**config.mk**
```make
export PLATFORM = sky130hd
export DESIGN_NAME = m68k_ram_port
export DESIGN_NICKNAME = d
export VERILOG_FILES = /design/src/rtl/m68k_ram_port.sv
export SDC_FILE = /design/constraint.sdc
export NUM_CORES = 1
export LEC_CHECK = 0
export ABC_AREA = 1
export BUFFER_PORTS_ARGS = -buffer_cell sky130_fd_sc_hd__buf_2
export CORE_UTILIZATION = 48
export DETAILED_ROUTE_END_ITERATION = 7
export PLACE_DENSITY = 0.85
export SETUP_SLACK_MARGIN = 0.2
export SLEW_MARGIN = 25
export SYNTH_ARGS = -nofsm -noshare
export SYNTH_HDL_FRONTEND = slang
export SYNTH_SLANG_ARGS = --single-unit
```
**constraint.sdc**
```tcl
create_clock -name clk -period 2.5 [get_ports clk]
set_clock_uncertainty 0.2 [all_clocks]
set_input_delay 0.125 -clock clk [delete_from_list [all_inputs] [get_ports clk]]
set_output_delay 0.125 -clock clk [all_outputs]
set_load 0.01 [all_outputs]
```
**src/rtl/m68k_ram_port.sv**
```systemverilog
// 68000 bus-cycle front end for a 16-bit byte-lane work RAM, shared round-robin with a read-only aux port.
// Optional M68K_RAM_PORT_STATS_EN adds access/stall counters; dbg_state exposes the FSM state.
module m68k_ram_port #(
    parameter int WIDTHAD     = 10,
    parameter int WAIT_STATES = 0
) (
    input  logic               clk,
    input  logic               reset,
    input  logic               cpu_cs,
    input  logic               cpu_rw,
    input  logic               cpu_uds_n,
    input  logic               cpu_lds_n,
    input  logic [WIDTHAD-1:0] cpu_addr,
    input  logic [15:0]        cpu_din,
    output logic [15:0]        cpu_dout,
    output logic               cpu_dtack_n,
    input  logic               aux_req,
    input  logic [WIDTHAD-1:0] aux_addr,
    output logic               aux_ack,
    output logic [15:0]        aux_data,
    output logic [WIDTHAD-1:0] ram_addr,
    output logic [15:0]        ram_data,
    output logic               ram_we_uds_n,
    output logic               ram_we_lds_n,
    input  logic [15:0]        ram_q,
    output logic [2:0]         dbg_state
`ifdef M68K_RAM_PORT_STATS_EN
    ,
    output logic [15:0]        stat_cpu_cycles,
    output logic [15:0]        stat_aux_stall
`endif
);

    // Handshakes: the CPU holds cpu_cs for the whole bus cycle and is answered by cpu_dtack_n low
    // until it releases cpu_cs; the aux side holds aux_req until it sees the one-cycle aux_ack pulse.
    localparam logic [2:0] S_IDLE   = 3'd0;
    localparam logic [2:0] S_WAIT   = 3'd1;
    localparam logic [2:0] S_ACCESS = 3'd2;
    localparam logic [2:0] S_DONE   = 3'd3;
    localparam logic [2:0] S_AUX    = 3'd4;

    localparam logic       HAS_WAIT = (WAIT_STATES > 0);
    localparam logic [3:0] WS_LOAD  = (WAIT_STATES > 0) ? 4'(WAIT_STATES - 1) : 4'd0;

    logic [2:0]         r_state;
    logic [3:0]         r_wait_cnt;
    logic               r_last_grant;   // 1 = aux was granted last in a contested cycle
    logic [WIDTHAD-1:0] r_aux_addr;
    logic [15:0]        r_cpu_dout;
    logic               r_dtack_n;
    logic               r_aux_ack;
    logic [15:0]        r_aux_data;
    logic               w_cpu_wins;
    logic               w_in_access_wr;

    // CPU wins when it is alone or when the aux side took the previous contested grant.
    assign w_cpu_wins     = cpu_cs && (!aux_req || r_last_grant);
    assign w_in_access_wr = (r_state == S_ACCESS) && !cpu_rw;

    assign ram_addr     = (r_state == S_AUX) ? r_aux_addr : cpu_addr;
    assign ram_data     = cpu_din;
    assign ram_we_uds_n = !(w_in_access_wr && !cpu_uds_n);
    assign ram_we_lds_n = !(w_in_access_wr && !cpu_lds_n);
    assign cpu_dout     = r_cpu_dout;
    assign cpu_dtack_n  = r_dtack_n;
    assign aux_ack      = r_aux_ack;
    assign aux_data     = r_aux_data;
    assign dbg_state    = r_state;

    always_ff @(posedge clk) begin
        if (reset) begin
            r_state      <= S_IDLE;
            r_wait_cnt   <= 4'd0;
            r_last_grant <= 1'b1;
            r_aux_addr   <= '0;
            r_cpu_dout   <= 16'd0;
            r_dtack_n    <= 1'b1;
            r_aux_ack    <= 1'b0;
            r_aux_data   <= 16'd0;
        end else begin
            r_aux_ack <= 1'b0;
            case (r_state)
                S_IDLE: begin
                    if (w_cpu_wins) begin
                        r_wait_cnt <= WS_LOAD;
                        r_state    <= HAS_WAIT ? S_WAIT : S_ACCESS;
                        if (aux_req) begin
                            r_last_grant <= 1'b0;
                        end
                    end else if (aux_req) begin
                        r_aux_addr <= aux_addr;
                        r_state    <= S_AUX;
                        if (cpu_cs) begin
                            r_last_grant <= 1'b1;
                        end
                    end
                end
                S_WAIT: begin
                    if (!cpu_cs) begin
                        r_state <= S_IDLE;
                    end else if (r_wait_cnt == 4'd0) begin
                        r_state <= S_ACCESS;
                    end else begin
                        r_wait_cnt <= r_wait_cnt - 4'd1;
                    end
                end
                S_ACCESS: begin
                    if (cpu_rw) begin
                        r_cpu_dout <= ram_q;
                    end
                    // A cycle abandoned during the access still completes, but is never acknowledged.
                    if (cpu_cs) begin
                        r_state   <= S_DONE;
                        r_dtack_n <= 1'b0;
                    end else begin
                        r_state <= S_IDLE;
                    end
                end
                S_DONE: begin
                    if (!cpu_cs) begin
                        r_dtack_n <= 1'b1;
                        r_state   <= S_IDLE;
                    end
                end
                S_AUX: begin
                    r_aux_data <= ram_q;
                    r_aux_ack  <= 1'b1;
                    r_state    <= S_IDLE;
                end
                default: begin
                    r_state <= S_IDLE;
                end
            endcase
        end
    end

`ifdef M68K_RAM_PORT_STATS_EN
    logic [15:0] r_stat_cpu;
    logic [15:0] r_stat_stall;

    always_ff @(posedge clk) begin
        if (reset) begin
            r_stat_cpu   <= 16'd0;
            r_stat_stall <= 16'd0;
        end else begin
            if (r_state == S_ACCESS) begin
                r_stat_cpu <= r_stat_cpu + 16'd1;
            end
            if (aux_req && (r_state != S_AUX) && !r_aux_ack) begin
                r_stat_stall <= r_stat_stall + 16'd1;
            end
        end
    end

    assign stat_cpu_cycles = r_stat_cpu;
    assign stat_aux_stall  = r_stat_stall;
`endif

endmodule

```
==> results of run 1 <==
## metal layers
layer  vias up  routed length [um]  global-route usage (%)
met4         0                  53                    9.56
met2        86                2740                    42.3
li1       1195                   -                       -
met1      1018                2450                    24.8
met5         -                   0                       0
met3         5                 310                    5.63
## final cells by class
type	count	share of cell area [%]
clock buffer	5	2.24
clock inverter	2	1.96
inverter	19	2.48
multi-input combinational	222	32.1
sequential	52	33.9
tap	52	2.12
timing repair buffer	122	25.2
## power by group through the flow
stage | registers, mW | logic (mW) | clock network, mW
global placement | 0.978 | 0.458 | 0
detailed placement | 0.983 | 0.472 | 0
global route | 0.976 | 0.579 | 0.707
CTS | 0.964 | 0.508 | 0.677
floorplan | 1.01 | 0.325 | 0
finish | 0.965 | 0.510 | 0.658
## metrics by stage
stage	cells	hold WS (ns)	total power [mW]	setup slack [ns]	area, um^2
after floorplan	322	-0.00593	1.33	1.04	2310
after global placement	438	0.0501	1.44	0.937	2650
after detailed placement	438	0.0501	1.45	0.872	2650
after CTS	474	0.0501	2.15	0.523	3070
after global routing	474	0.0500	2.26	0.372	3070
final	474	0.0500	2.13	0.550	3070
## cell families (layout without fill, tap and decap cells)
group | count (synthesis) | count (layout) | synth area share (%)
adders and majority gates | 2 | 2 | 1.08
DFF | 52 | 52 | 45.0
AOI/OAI and AO/OA | 46 | 46 | 10.1
and+or+nand+nor | 173 | 173 | 31.1
xor gates and xnor gates | 1 | 1 | 0.378
buffers and inverters | 48 | 148 | 12.4
## flip-flops by register name, summed over array words and instances, names as in the netlist
signal / count
r_last_grant: 1
r_aux_addr: 10
aux_data: 16
cpu_dtack_n: 1
dbg_state: 3
aux_ack: 1
cpu_dout: 16
r_wait_cnt: 4
## cell usage after synthesis (2+ instances only)
cell	n	share of area (%)
sky130_fd_sc_hd__nor2_1	102	17
sky130_fd_sc_hd__dfxtp_1	52	45
sky130_fd_sc_hd__nand2_1	47	7.6
sky130_fd_sc_hd__o21ai_0	30	6.5
sky130_fd_sc_hd__buf_4	17	5.5
sky130_fd_sc_hd__inv_1	14	2.3
sky130_fd_sc_hd__o21ai_1	13	2.8
sky130_fd_sc_hd__nand3_1	11	2.4
sky130_fd_sc_hd__clkbuf_1	4	0.65
sky130_fd_sc_hd__inv_2	4	0.65
sky130_fd_sc_hd__nand4_1	4	1.1
sky130_fd_sc_hd__buf_2	3	0.65
sky130_fd_sc_hd__a21oi_1	2	0.43
sky130_fd_sc_hd__buf_6	2	0.97
sky130_fd_sc_hd__clkbuf_2	2	0.43
sky130_fd_sc_hd__ha_1	2	1.1
sky130_fd_sc_hd__nand2_2	2	0.54
sky130_fd_sc_hd__nand3_2	2	0.86
sky130_fd_sc_hd__nand3b_1	2	0.65
## path summary, 6_finish.rpt
path / startpoint / to
worst max register to register: dbg_state[0] / r_aux_addr[4]
worst min register to register: cpu_dtack_n / cpu_dtack_n
worst min-delay path: cpu_din[4] / ram_data[4]
worst max-delay path: dbg_state[0] / ram_addr[1]
## repair_timing
action | in CTS | in global routing
hold endpoints to repair | 46 | 0
setup endpoints to repair | 0 | 0
hold buffers | 29 | 0
==> flow_metrics.py, run 1 <==
metrics = {
    "die": {
        "floorplan.initialDensity_pct": 51.4,
        "dieHeight_um": 71.4,
        "std_cell_rows": 24,
        "die_w_um": 71.4,
        "die_area_mm2": 0.00510,
        "num_io_pins": 124,
        "fp.coreArea_mm2": 0.00450,
    },
    "setup_path": {
        "rrSetupSlack_ns": 0.86,
        "worst-path-buf-inv": 2,
        "path_class": "flip-flop to output pin",
        "cp_slowest_cell": "sky130_fd_sc_hd__dfxtp_1",
        "slowest_delay_ns": 0.40,
        "timing.critical_path.required_ns": 2.17,
        "critPathTopFamily": "buffers and inverters",
        "ff2ff_path_depth": 7,
        "crit_cells": 6,
        "worstPathCellList": "nor2_2 -> nand2_2 -> inv_2 -> nand2_1 -> nand2_1 -> buf_2",
        "cell_occurring_most_often_along_the_worst_timing_path": "sky130_fd_sc_hd__nand2_1",
        "cp_max_fo": 26,
        "endpoint_kind": "output pin",
        "critical_path.startpoint_type": "flip-flop",
        "worst_ep_arrival_time_ns": 1.63,
    },
    "clocking": {
        "cts_post_setup_buffers_inserted": 0,
        "cts-root-to-sink-buffers": 2,
        "clock_tree_from_tritoncts": "built",
        "clock_tree.root_cell": "sky130_fd_sc_hd__clkbuf_8",
        "cts_buffers": 5,
        "cts.reportedPaths.clkPinSlew_ns": 0.09,
        "ctsHtreeMaxLevel": 2,
        "worstSkewPairLatency_ns": 0.30,
        "cts_resized": 0,
        "numClockSinks": 52,
    },
    "drt": {
        "first_drt_iteration_drcs": 149,
        "avgViaCountPerCell": 4.86,
        "num_vias": 2304,
        "wl_um": 5550,
        "drtAntennaViolNets": 0,
        "wl_per_cell_um": 11.7,
        "drc": 0,
        "firstDrtPassIters": 4,
    },
    "global_route": {
        "grt_util_all_layers_pct": 22.9,
        "overflow": 0,
        "grt_pass1_vias": 2161,
        "antenna_violations_before_repair": 0,
        "wire_length_of_the_first_global_routing_pass_um": 9060,
        "grt_start_max_net_pins": 32,
    },
    "synthesis": {
        "postSynthRegisterBits": 52,
        "synth_cells": 322,
        "synth_nets": 383,
        "synth-async-reset-ratio_pct": 0,
        "synth_area_per_cell_um2": 7.19,
        "netlist_area_mm2": 0.00231,
        "synth.yosys.warnings": 0,
        "synth-edff-count": 0,
        "synth_ff_type": "sky130_fd_sc_hd__dfxtp_1",
        "netlist-cell-type-count": 26,
        "synth-seq-area-share_pct": 45.0,
    },
    "layout": {
        "fill_cells": 386,
        "multi_input_comb_area_um2": 987,
        "regArea_mm2": 0.00104,
        "design.final.nets": 483,
        "area_growth_syn_to_layout_pct": 32.7,
        "layout.cells.most_common": "sky130_fd_sc_hd__nor2_1",
        "layout.cells.most_common_list": "102 x sky130_fd_sc_hd__nor2_1, 91 x sky130_fd_sc_hd__buf_2, 52 x sky130_fd_sc_hd__dfxtp_1, 47 x sky130_fd_sc_hd__nand2_1, 30 x sky130_fd_sc_hd__o21ai_0",
        "drive_gt1_share_pct": 26.5,
        "layout.core_utilization_pct": 68.2,
        "antenna-diode-count": 0,
    },
    "sta": {
        "final_setup_violation_count": 0,
        "slew_headroom_pct": 61.7,
        "unrepaired_setup_endpoints_after_global_routing": "false",
        "worstMarginPinSlew_ns": 0.574,
        "slew_viol_final": 0,
        "fin_crit_sh_pct": 78.0,
        "finalCriticalPeriod_ns": 1.95,
        "setup_tns_final_ns": 0,
        "achievable-frequency_mhz": 513,
        "hold_viol": 0,
    },
    "pwr": {
        "clkPwrFrac_pct": 30.9,
        "comb_power_share_pct": 23.9,
        "seqPwrFrac_pct": 45.2,
        "ir_drop_uv": 415,
        "pwr_density_cell_mw_per_mm2": 694,
        "power_switching_uw": 611,
        "switching_fraction_pct": 28.6,
        "cellInternalPower_mw": 1.52,
        "static-leakage-power_nw": 1.53,
    },
    "place": {
        "io_buffer_count": 91,
        "hpwlAfterDp_um": 3580,
        "place.gp.congestion": 0.806,
    },
    "hold_path": {
        "timing.hold.worst.class": "primary input to output pin",
        "worst_hold_path.num_cells": 0,
    },
    "status": {
        "status": "completed",
    },
    "flow_run": {
        "cap_violations": 0,
    },
}
No activity file was read; power rests on OpenSTA's default activity.
==> run 2, diff against run 1 <==
--- a/config.mk
+++ b/config.mk
@@ -7,9 +7,9 @@
 export LEC_CHECK = 0
 export ABC_AREA = 1
 export BUFFER_PORTS_ARGS = -buffer_cell sky130_fd_sc_hd__buf_2
-export CORE_UTILIZATION = 48
+export CORE_UTILIZATION = 45
 export DETAILED_ROUTE_END_ITERATION = 7
-export PLACE_DENSITY = 0.85
+export PLACE_DENSITY = 0.8
 export SETUP_SLACK_MARGIN = 0.2
 export SLEW_MARGIN = 25
 export SYNTH_ARGS = -nofsm -noshare
==> constraint.sdc (replaced) <==
create_clock -name clk -period 1.98 [get_ports clk]
set_clock_uncertainty 0.2 [all_clocks]
set_input_delay 0.099 -clock clk [delete_from_list [all_inputs] [get_ports clk]]
set_output_delay 0.099 -clock clk [all_outputs]
set_load 0.01 [all_outputs]
==> run 2 against run 1 <==
- final cell count is 7.0% higher
- global-route usage is 1.1 points lower
- sequential power is 26% higher
- count of clock-buffer cells in the layout is 1 higher
- core utilization is 0.89 points lower
- clock power is 7.0% higher
- largest power group unchanged
==> flow_metrics.py, run 2 (same netlist as run 1, synthesis figures left out) <==
metrics = {
    "drt": {
        "firstDrtPassIters": 4,
        "drc": 0,
        "num_vias": 2420,
        "wl_per_cell_um": 11.4,
        "wl_um": 5760,
        "avgViaCountPerCell": 4.77,
        "first_drt_iteration_drcs": 102,
        "drtAntennaViolNets": 0,
    },
    "hold_path": {
        "worst_hold_path.num_cells": 4,
        "hold_start": "cpu_rw",
        "timing.hold.worst_endpoint": "cpu_dout[6]",
        "timing.hold.worst.class": "primary input to flip-flop",
    },
    "sta": {
        "final_setup_violation_count": 0,
        "slew_headroom_pct": 70.1,
        "fin_crit_sh_pct": 86.1,
        "achievable-frequency_mhz": 587,
        "unrepaired_setup_endpoints_after_global_routing": "true",
        "hold_viol": 0,
        "fin_worst_hold_slack_ns": 0.0972,
        "setup_tns_final_ns": 0,
        "worstMarginPinSlew_ns": 0.448,
        "slew_viol_final": 0,
        "finalCriticalPeriod_ns": 1.70,
    },
    "global_route": {
        "use_met1_pct": 23.3,
        "overflow": 0,
        "grt_start_max_net_pins": 37,
        "antenna_violations_before_repair": 0,
        "grt_use_met2_pct": 40.7,
        "grt_util_all_layers_pct": 21.8,
        "grt.busiest_layer": "met2",
        "grt_pass1_vias": 2211,
        "wire_length_of_the_first_global_routing_pass_um": 9120,
        "grtUsageMet3_pct": 5.21,
    },
    "pwr": {
        "ir_drop_uv": 614,
        "pwr_density_cell_mw_per_mm2": 803,
        "static-leakage-power_nw": 1.60,
        "power_mw": 2.62,
        "seqPwrFrac_pct": 46.7,
        "power_switching_uw": 788,
        "clkPwrFrac_pct": 26.9,
        "cellInternalPower_mw": 1.83,
        "switching_fraction_pct": 30.1,
        "comb_power_share_pct": 26.4,
    },
    "layout": {
        "layout.cells.most_common_list": "102 x sky130_fd_sc_hd__nor2_1, 91 x sky130_fd_sc_hd__buf_2, 50 x sky130_fd_sc_hd__dfxtp_1, 47 x sky130_fd_sc_hd__nand2_1, 45 x sky130_fd_sc_hd__dlygate4sd3_1",
        "antenna-diode-count": 0,
        "regArea_mm2": 0.00104,
        "design.final.nets": 500,
        "layout.cells.non_filler": 507,
        "final_design_area_no_fill_mm2": 0.00326,
        "fill_cells": 407,
        "area_growth_syn_to_layout_pct": 41.0,
        "drive_gt1_share_pct": 26.1,
        "layout.cells.most_common": "sky130_fd_sc_hd__nor2_1",
        "multi_input_comb_area_mm2": 0.00100,
    },
    "place": {
        "placedCellCount": 454,
        "dpl_cell_area_mm2": 0.00268,
        "place.gp.congestion": 0.916,
        "hpwlAfterDp_um": 3720,
        "io_buffer_count": 91,
    },
    "clocking": {
        "worstSkewPairLatency_ns": 0.29,
        "ctsHtreeMaxLevel": 2,
        "clock_tree.root_cell": "sky130_fd_sc_hd__clkbuf_8",
        "clock_tree_from_tritoncts": "built",
        "cts-root-to-sink-buffers": 2,
        "cts_buffers": 5,
        "numClockSinks": 52,
        "cts.reportedPaths.clkPinSlew_ns": 0.09,
        "cts_post_setup_buffers_inserted": 0,
    },
    "die": {
        "die_w_um": 73.7,
        "die_area_mm2": 0.00543,
        "num_io_pins": 124,
        "fp.coreArea_mm2": 0.00485,
        "std_cell_rows": 25,
        "floorplan.initialDensity_pct": 47.7,
        "dieHeight_um": 73.7,
    },
    "setup_path": {
        "path_class": "flip-flop to output pin",
        "ff2ff_path_depth": 7,
        "end_of_the_worst_register_to_register_path": "r_aux_addr[0]",
        "worst_ep_arrival_time_ns": 1.41,
        "rr_startpoint": "dbg_state[2]",
        "cp_max_fo": 18,
        "timing.critical_path.required_ns": 1.68,
        "critical_path.startpoint_type": "flip-flop",
        "rrSetupSlack_ns": 0.41,
        "endpoint_kind": "output pin",
    },
    "flow_run": {
        "cap_violations": 0,
    },
    "status": {
        "status": "completed",
    },
}
[run 2: how the worst max path moves through the flow]
stage / end / slack (ns) / start
2_1_floorplan: cpu_dout[10] / 0.55 / dbg_state[1]
3_3_place_gp: r_aux_addr[0] / 0.42 / dbg_state[0]
3_5_place_dp: r_aux_addr[8] / 0.34 / dbg_state[0]
4_1_cts: ram_addr[9] / 0.25 / dbg_state[0]
5_1_grt: ram_addr[9] / 0.18 / dbg_state[0]
6_report: ram_addr[9] / 0.28 / dbg_state[1]
[run 2: layout make-up]
cell class              instances  area share, %
well taps                      67           2.57
clock buffers                   6           2.22
flip-flops and latches         52           32.0
inverters                      19           2.42
repair buffers                139           28.9
clock inverters                 2           1.07
multi-input cells             222           30.8
[run 2: critical path: stages, from the launching register on]
cell                      delay (ns)
sky130_fd_sc_hd__dfxtp_2        0.37
sky130_fd_sc_hd__nor2_4         0.17
sky130_fd_sc_hd__nand2_4        0.13
sky130_fd_sc_hd__buf_6          0.19
sky130_fd_sc_hd__nand2_1        0.06
sky130_fd_sc_hd__nand2_1        0.05
sky130_fd_sc_hd__buf_2          0.13
[run 2: routing by layer]
metal | up-vias | share of wire (%) | wire length, um
met5 | - | 0 | 0
met2 | 98 | 51 | 2950
met3 | 5 | 5.6 | 324
met1 | 1085 | 42 | 2440
li1 | 1232 | - | -
met4 | 0 | 0.76 | 44
[run 2: what timing repair did]
| action | CTS | global route |
|---|---|---|
| hold buffers | 45 | 0 |
| pin swaps | 0 | 0 |
| setup endpoints to repair | 10 | 13 |
| resized for setup | 4 | 3 |
| hold endpoints to repair | 62 | 0 |
[run 2: metrics by stage]
stage               utilization [%]  setup WS (ns)
floorplan                         -          0.546
global placement               55.3          0.415
detailed placement             55.3          0.340
CTS                            67.0          0.250
global route                   67.3          0.177
finish                         67.3          0.276
[run 2: power by group through the flow]
stage	registers (mW)	logic, mW	clock network [mW]
CTS	1.22	0.683	0.720
global route	1.24	0.777	0.775
floorplan	1.27	0.410	0
finish	1.22	0.692	0.704
global placement	1.24	0.583	0
detailed placement	1.24	0.596	0
